===== src/rtl/led_band_fc_sequencer.sv =====
// SCLK/LAT command sequencer that programs the LED drivers' FC register: FCWRTEN (15), gap (48), WRTFC (5).
// Optional readback phases (READFC 11, RBGAP 48) are built when LED_FC_READBACK_EN is defined.
module led_band_fc_sequencer #(
  parameter int SCLK_HALF  = 2,
  parameter bit AUTO_START = 1'b1
) (
  input  logic        clk,
  input  logic        rst,
  input  logic        start,
  output logic        SCLK,
  output logic        LAT,
  output logic        busy,
  output logic        done,
  output logic [2:0]  state_dbg
`ifdef LED_FC_READBACK_EN
  ,
  input  logic        SIN,
  input  logic [47:0] fc_expected,
  output logic [47:0] fc_readback,
  output logic        fc_match
`endif
);

  typedef enum logic [2:0] {
    S_IDLE    = 3'd0,
    S_FCWRTEN = 3'd1,
    S_GAP     = 3'd2,
    S_WRTFC   = 3'd3,
    S_READFC  = 3'd4,
    S_RBGAP   = 3'd5,
    S_FIN     = 3'd6
  } state_e;

  localparam int DIV_W = (SCLK_HALF < 4) ? 2 : $clog2(SCLK_HALF);
  localparam logic [DIV_W-1:0] DIV_LAST = DIV_W'(SCLK_HALF - 1);

  state_e           state_q, state_d;
  logic [DIV_W-1:0] div_q, div_d;
  logic [5:0]       cnt_q, cnt_d;
  logic             sclk_q, sclk_d;
  logic             lat_q, lat_d;
  logic             busy_q, busy_d;
  logic             done_q, done_d;
  logic             auto_q;
  logic             start_eff;

  // Per-phase length and successor; a phase ends on the SCLK high->low of its last period.
  logic [5:0] phase_last;
  state_e     phase_next;
  logic       phase_next_lat;

  always_comb begin
    phase_last     = 6'd0;
    phase_next     = S_FIN;
    phase_next_lat = 1'b0;
    case (state_q)
      S_FCWRTEN: begin phase_last = 6'd14; phase_next = S_GAP;   phase_next_lat = 1'b0; end
      S_GAP:     begin phase_last = 6'd47; phase_next = S_WRTFC; phase_next_lat = 1'b1; end
`ifdef LED_FC_READBACK_EN
      S_WRTFC:   begin phase_last = 6'd4;  phase_next = S_READFC; phase_next_lat = 1'b1; end
      S_READFC:  begin phase_last = 6'd10; phase_next = S_RBGAP;  phase_next_lat = 1'b0; end
      S_RBGAP:   begin phase_last = 6'd47; phase_next = S_FIN;    phase_next_lat = 1'b0; end
`else
      S_WRTFC:   begin phase_last = 6'd4;  phase_next = S_FIN;    phase_next_lat = 1'b0; end
`endif
      default:   begin phase_last = 6'd0;  phase_next = S_FIN;    phase_next_lat = 1'b0; end
    endcase
  end

  // Auto-start behaves as a start pulse on the first cycle after reset releases.
  assign start_eff = start | auto_q;

`ifdef LED_FC_READBACK_EN
  logic [47:0] rb_q, rb_d;
  logic        match_q, match_d;
`endif

  always_comb begin
    state_d = state_q;
    div_d   = div_q;
    cnt_d   = cnt_q;
    sclk_d  = sclk_q;
    lat_d   = lat_q;
    busy_d  = busy_q;
    done_d  = 1'b0;
`ifdef LED_FC_READBACK_EN
    rb_d    = rb_q;
    match_d = match_q;
`endif
    case (state_q)
      S_IDLE: begin
        if (start_eff) begin
          state_d = S_FCWRTEN;
          busy_d  = 1'b1;
          lat_d   = 1'b1;
          sclk_d  = 1'b0;
          div_d   = '0;
          cnt_d   = '0;
        end
      end
      S_FIN: begin
        state_d = S_IDLE;
        busy_d  = 1'b0;
        done_d  = 1'b1;
`ifdef LED_FC_READBACK_EN
        match_d = (rb_q == fc_expected);
`endif
      end
      default: begin
        if (div_q == DIV_LAST) begin
          div_d  = '0;
          sclk_d = ~sclk_q;
`ifdef LED_FC_READBACK_EN
          if (state_q == S_RBGAP && !sclk_q) rb_d = {rb_q[46:0], SIN};
`endif
          if (sclk_q) begin
            if (cnt_q == phase_last) begin
              cnt_d   = '0;
              state_d = phase_next;
              lat_d   = phase_next_lat;
            end else begin
              cnt_d = cnt_q + 6'd1;
            end
          end
        end else begin
          div_d = div_q + 1'b1;
        end
      end
    endcase
  end

  always_ff @(posedge clk) begin
    if (rst) begin
      state_q <= S_IDLE;
      div_q   <= '0;
      cnt_q   <= '0;
      sclk_q  <= 1'b0;
      lat_q   <= 1'b0;
      busy_q  <= 1'b0;
      done_q  <= 1'b0;
      auto_q  <= AUTO_START;
    end else begin
      state_q <= state_d;
      div_q   <= div_d;
      cnt_q   <= cnt_d;
      sclk_q  <= sclk_d;
      lat_q   <= lat_d;
      busy_q  <= busy_d;
      done_q  <= done_d;
      auto_q  <= 1'b0;
    end
  end

`ifdef LED_FC_READBACK_EN
  always_ff @(posedge clk) begin
    if (rst) begin
      rb_q    <= '0;
      match_q <= 1'b0;
    end else begin
      rb_q    <= rb_d;
      match_q <= match_d;
    end
  end

  assign fc_readback = rb_q;
  assign fc_match    = match_q;
`endif

  assign SCLK      = sclk_q;
  assign LAT       = lat_q;
  assign busy      = busy_q;
  assign done      = done_q;
  assign state_dbg = state_q;

endmodule

===== config.mk =====
export PLATFORM = sky130hd
export DESIGN_NAME = led_band_fc_sequencer
export DESIGN_NICKNAME = d
export VERILOG_FILES = /design/src/rtl/led_band_fc_sequencer.sv
export SDC_FILE = /design/constraint.sdc
export NUM_CORES = 1
export LEC_CHECK = 0
export ABC_AREA = 1
export BUFFER_PORTS_ARGS = -buffer_cell sky130_fd_sc_hd__buf_2
export CAP_MARGIN = 25
export CORE_ASPECT_RATIO = 1.1
export CORE_MARGIN = 3
export CORE_UTILIZATION = 40
export DETAILED_ROUTE_END_ITERATION = 10
export GPL_TIMING_DRIVEN = 0
export PLACE_DENSITY_LB_ADDON = 0.1
export SYNTH_ARGS = -nofsm -noshare
export SYNTH_HDL_FRONTEND = slang
export SYNTH_SLANG_ARGS = --single-unit

===== constraint.sdc =====
create_clock -name clk -period 1.9 [get_ports clk]
set_input_delay 0.095 -clock clk [delete_from_list [all_inputs] [get_ports clk]]
set_output_delay 0.095 -clock clk [all_outputs]
set_load 0.02 [all_outputs]

==> results of run 1 <==
## final timing paths
kind | startpoint | to | slack (ps) | cells past startpoint
worst max-delay path | state_dbg[0]$_SDFFE_PP0P_ | cnt_q[4]$_SDFFE_PP0P_ | 430 | 9
worst min-delay path | start | div_q[0]$_SDFFE_PP0P_ | 240 | 5
worst max register to register | state_dbg[0]$_SDFFE_PP0P_ | cnt_q[4]$_SDFFE_PP0P_ | 430 | 9
worst min register to register | div_q[1]$_SDFFE_PP0P_ | div_q[1]$_SDFFE_PP0P_ | 450 | 2
## synthesized netlist by cell type (2+ instances only)
cell type / n / area share, %
inv_2: 4 / 1.7
nor2_2: 2 / 1.4
nand2_1: 30 / 12
nor3_1: 2 / 1.1
inv_1: 15 / 6.2
a21oi_1: 7 / 3.9
dfxtp_1: 16 / 35
nand3_1: 10 / 5.5
o21ai_0: 5 / 2.8
nand2_2: 4 / 2.8
nor2_1: 14 / 5.8
nor3_2: 2 / 2.2
nand3_2: 3 / 3.3
## registers in the layout, summed over array words and instances, names as in the netlist, named ones only
register / flops
LAT: 1
SCLK: 1
auto_q: 1
busy: 1
cnt_q: 6
div_q: 2
done: 1
state_dbg: 2
## area by class of cell
type                            instances  area [um2]  share of cell area [%]
Multi-Input combinational cell         90         497                    48.1
Buffer                                  1        11.3                    1.09
Sequential cell                        16         320                    31.0
Tap cell                               28        35.0                    3.39
Inverter                               20        77.6                    7.52
Clock buffer                            4        36.3                    3.52
Timing Repair Buffer                   10        55.1                    5.33
## logic make-up after synthesis
kind of cell	synth area share, %
compound gates	10.6
xor+xnor	0.967
fa+ha+maj	1.38
buf+inv	9.81
flops	35.4
simple gates	41.9
## metrics by stage
step / setup WS [ps] / util, % / cell area, um2 / hold slack (ps)
floorplan: 456 / - / 906 / 123
global placement: 431 / 47.3 / 986 / 316
detailed placement: 436 / 47.3 / 986 / 317
CTS: 400 / 49.5 / 1030 / 241
global route: 192 / 49.5 / 1030 / 277
finish: 429 / 49.5 / 1030 / 244
## worst min-delay path, cell delays in order
cell and delay [ps]:
buf_2 80, nor2_1 70, nand2_8 100, a21oi_1 60
nor2_1 90
## routing by layer
layer  GRT usage (%)  share of wire [%]
met5               0                  0
met4            8.99                3.3
met3            3.22                2.9
met2            20.9                 43
met1            18.3                 51
## where the power goes
group | switching [uW] | internal, uW | leakage [uW]
registers | 60.5 | 412 | 0.000131
clock network | 109 | 117 | 0.0000210
logic | 729 | 381 | 0.000309
total | 898 | 910 | 0.000461
## repair_timing
item,4_1_cts,5_1_grt
hold endpoints to repair,1,0
hold buffers,1,0
gates resized for setup,0,0
==> impl_metrics.py, run 1 <==
metrics = {
    "worst_setup_path": {
        "required_ps": 2090,
        "worstPathCellList": "nor2_4 > nand2_4 > inv_4 > nand2_8 > nand3_4 > nor3_2 > nand2_1 > o21ai_1 > nor2_1",
        "cp.buffers_inverters": 1,
        "crit_fanout": 7,
        "cpPeakStageDelay_ps": 480,
        "start_kind": "flip-flop",
        "path_delay_family": "simple AND/OR/NAND/NOR gates",
        "worst_path_max_delay_cell": "dfxtp_1",
        "crit_arrival_ps": 1660,
        "path_class": "flip-flop to flip-flop",
        "critical_path.endpoint_type": "flip-flop",
    },
    "layout": {
        "stdcell_count": 169,
        "final_cell_mix": "nand2_1 (30), dfxtp_1 (16), inv_1 (15), nor2_1 (14), nand3_1 (10)",
        "antennaDiodeCount": 0,
        "nNetsFinal": 146,
        "fillers": 226,
        "drive_above_1_share_pct": 24.8,
        "syn_to_final_growth_pct": 14.0,
        "final_common_cell": "nand2_1",
    },
    "synthesis": {
        "netlist-cell-type-count": 26,
        "synth_area_um2": 906,
        "async_flop_share_pct": 0,
        "synth_fp_nets": 131,
        "ys_warn_count": 0,
        "ys.flop_type": "dfxtp_1",
        "yosysSeqAreaShare_pct": 35.4,
        "syn_inst": 127,
        "avgSynthCellArea_um2": 7.13,
        "ys_ff_latch": 16,
        "synth_edf_count": 0,
    },
    "timing": {
        "layout_min_cycle_time_ps": 1470,
        "max-slew-margin-rel_pct": 77.6,
        "skew_ps": 5.60,
        "fmax_ghz": 0.680,
        "tightest_slew_ps": 334,
        "min_period_over_period_pct": 77.4,
        "drv_slew": 0,
        "setup_viol": 0,
        "finalHoldViolations": 0,
        "setup_tns_ps": 0,
        "rsz0062_at_grt": "no",
    },
    "power": {
        "p_leak_uw": 0.000461,
        "power_density_mw_per_mm2": 1750,
        "total_power_uw": 1810,
        "max-vdd-ir-drop_v": 0.000993,
    },
    "floorplanning": {
        "dieHeight_um": 55.9,
        "start_util_pct": 43.5,
        "dieArea_mm2": 0.00287,
        "std_cell_rows": 17,
        "die_w_um": 51.4,
        "core-area_mm2": 0.00208,
        "io_pins": 10,
    },
    "placed_design": {
        "io_buffers": 9,
        "hpwl_um": 1330,
        "dp_cells": 164,
        "routabilityCongestion": 0.847,
    },
    "detailed_routing": {
        "drt.antenna.violating_nets": 0,
        "vias": 777,
        "wire_per_inst_um": 10.0,
        "drt_iter0_markers": 7,
        "viasPerCell": 4.60,
        "drc": 0,
        "dr.pass1.iters": 4,
        "finalWirelength_um": 1690,
    },
    "clocking": {
        "clock_path_buffers": 2,
        "path_clk_slew_ps": 100,
        "clkLatencyLatePin_ps": 290,
        "cts_inserted_buffers": 3,
        "numClockSinks": 16,
        "cts-root-buf": "clkbuf_4",
        "htree_levels": 1,
        "cts_setup_buffers": 0,
        "cts_tree": "done",
    },
    "global_routing": {
        "grt_pass1_wl_um": 3070,
        "gr-usage-all-layers_pct": 14.2,
        "grt_max_degree": 11,
        "grt-ovfl-total": 0,
        "antenna_found_initial": 0,
        "first_global_vias": 719,
    },
    "hold_path": {
        "hp-class": "input pin to flip-flop",
    },
    "job": {
        "cap_violations": 0,
    },
    "run_status": {
        "outcome": "complete, no violations",
    },
}
No activity file was read; power rests on OpenSTA's default activity.
==> run 2, diff against run 1 <==
==> constraint.sdc (replaced) <==
create_clock -name clk -period 1.2 [get_ports clk]
set_input_delay 0.06 -clock clk [delete_from_list [all_inputs] [get_ports clk]]
set_output_delay 0.06 -clock clk [all_outputs]
set_load 0.02 [all_outputs]
==> run 2 against run 1 <==
Effect of this change: the flow now finishes with violations (setup timing); non-clock buffer count up 9; combinational power rose by 110%; flip-flop and latch count stayed put; critical path type unchanged; global-route usage grew 0.22 points; via count up 11%; cell count rose by 5.3%.
==> impl_metrics.py, run 2 (synthesized netlist as in run 1, its figures left out) <==
metrics = {
    "floorplanning": {
        "dieHeight_um": 55.9,
        "std_cell_rows": 17,
        "start_util_pct": 43.5,
        "io_pins": 10,
        "die_w_um": 51.4,
        "dieArea_mm2": 0.00287,
        "core-area_mm2": 0.00208,
    },
    "power": {
        "power_density_mw_per_mm2": 2960,
        "max-vdd-ir-drop_v": 0.00193,
        "p_leak_uw": 0.000523,
        "total_power_uw": 3430,
    },
    "worst_setup_path": {
        "cpPeakStageDelay_ps": 380,
        "crit_arrival_ps": 1620,
        "required_ps": 1390,
        "critical_path.endpoint_type": "flip-flop",
        "path_delay_family": "simple AND/OR/NAND/NOR gates",
        "cp.buffers_inverters": 0,
        "crit_fanout": 6,
        "worst_path_max_delay_cell": "dfxtp_4",
        "worstPathCellList": "nor2_4 > nand2_4 > o21ai_4 > nand3_4 > nor3_4 > nand2_1 > o21ai_1 > nor2_1",
        "path_class": "flip-flop to flip-flop",
        "start_kind": "flip-flop",
    },
    "layout": {
        "largest_reg_flops": 6,
        "nNetsFinal": 155,
        "final_cell_mix": "nand2_1 (27), inv_1 (14), dfxtp_1 (13), nor2_1 (11), buf_2 (9)",
        "multi_input_area_um2": 548,
        "fin_util_pct": 55.7,
        "drive_above_1_share_pct": 38.0,
        "fillers": 216,
        "antennaDiodeCount": 0,
        "syn_to_final_growth_pct": 28.2,
        "top_register": "cnt_q",
        "final_common_cell": "nand2_1",
        "register_area_um2": 332,
    },
    "detailed_routing": {
        "dr.pass1.iters": 4,
        "wire_per_inst_um": 10.7,
        "drt_iter0_markers": 7,
        "vias": 864,
        "finalWirelength_um": 1900,
        "drc": 0,
        "viasPerCell": 4.85,
        "drt.antenna.violating_nets": 0,
    },
    "timing": {
        "layout_setup_ws_ps": -231,
        "tightest_slew_ps": 338,
        "max-slew-margin-rel_pct": 77.4,
        "setup_viol": 13,
        "layout_min_cycle_time_ps": 1430,
        "finalHoldViolations": 0,
        "skew_ps": 8.99,
        "rsz0062_at_grt": "yes",
        "fmax_ghz": 0.699,
        "min_period_over_period_pct": 119,
        "drv_slew": 0,
    },
    "run_status": {
        "outcome": "finished with violations",
        "violations": "setup timing",
    },
    "global_routing": {
        "antenna_found_initial": 0,
        "gr-usage-all-layers_pct": 14.4,
        "grt-ovfl-total": 0,
        "gr-usage-met3_pct": 3.22,
        "grt_max_degree": 10,
        "first_global_vias": 771,
        "gr-usage-met2_pct": 22.7,
        "grt.busiest_layer": "met2",
        "grt_pass1_wl_um": 3170,
        "use_met1_pct": 18.3,
    },
    "clocking": {
        "cts_tree": "done",
        "numClockSinks": 16,
        "path_clk_slew_ps": 100,
        "clkLatencyLatePin_ps": 290,
        "htree_levels": 1,
        "clock_path_buffers": 2,
        "cts_inserted_buffers": 3,
        "cts-root-buf": "clkbuf_4",
    },
    "placed_design": {
        "io_buffers": 9,
        "hpwl_um": 1350,
        "routabilityCongestion": 0.780,
    },
    "hold_path": {
        "hp-class": "input pin to flip-flop",
    },
    "job": {
        "cap_violations": 0,
    },
}
## run 2: tightest hold or removal path, stage by stage
cell     delay [ps]
buf_2            70
nor2_1           70
nand2_8         110
a21oi_1          60
nor2_1           70
## run 2: where the power goes
| part | switching [uW] | internal, uW | total [uW] |
|---|---|---|---|
| Sequential | 145 | 675 | 820 |
| Combinational | 1370 | 941 | 2310 |
| Clock | 176 | 129 | 305 |
## run 2: final cells by class
| class | instances | share of cell area, % |
|---|---|---|
| Sequential cell | 16 | 28.6 |
| Tap cell | 28 | 3.02 |
| Inverter | 20 | 7.11 |
| Multi-Input combinational cell | 90 | 47.2 |
| Timing Repair Buffer | 20 | 11.9 |
| Clock buffer | 4 | 2.26 |
## run 2: repair_timing
action                                 CTS  global route
hold buffers                             1             0
setup endpoints to repair               13            14
pin swaps                               17             8
setup buffers                            6             4
resized for setup                       10             9
endpoints found under the hold margin    1             0
## run 2: per-stage QoR
stage               cell area (um2)  setup TNS [ps]  std cells  setup slack [ps]  hold slack [ps]
floorplan                       922            -846        127              -121             87.7
global placement               1000           -2190        164              -232              293
detailed placement             1000           -2230        164              -242              296
CTS                            1100           -2100        174              -221              202
global route                   1160           -3480        178              -326              243
finish                         1160           -2210        178              -231              193
## run 2: per-layer routing
layer  share of wire (%)  wire length (um)  vias up
met1                  48               906      397
met2                  47               898       13
met5                   0                 0        -
li1                    -                 -      450
met4                 1.5                29        0
met3                 3.5                66        4
## run 2: path summary, 6_finish.rpt
kind                        startpoint  cells after the start                    end  slack [ps]
max          state_dbg[0]$_SDFFE_PP0P_                      8  cnt_q[4]$_SDFFE_PP0P_        -230
min                              start                      5  div_q[0]$_SDFFE_PP0P_         190
max reg2reg  state_dbg[0]$_SDFFE_PP0P_                      8  cnt_q[4]$_SDFFE_PP0P_        -230
min reg2reg      div_q[1]$_SDFFE_PP0P_                      2  div_q[1]$_SDFFE_PP0P_         450
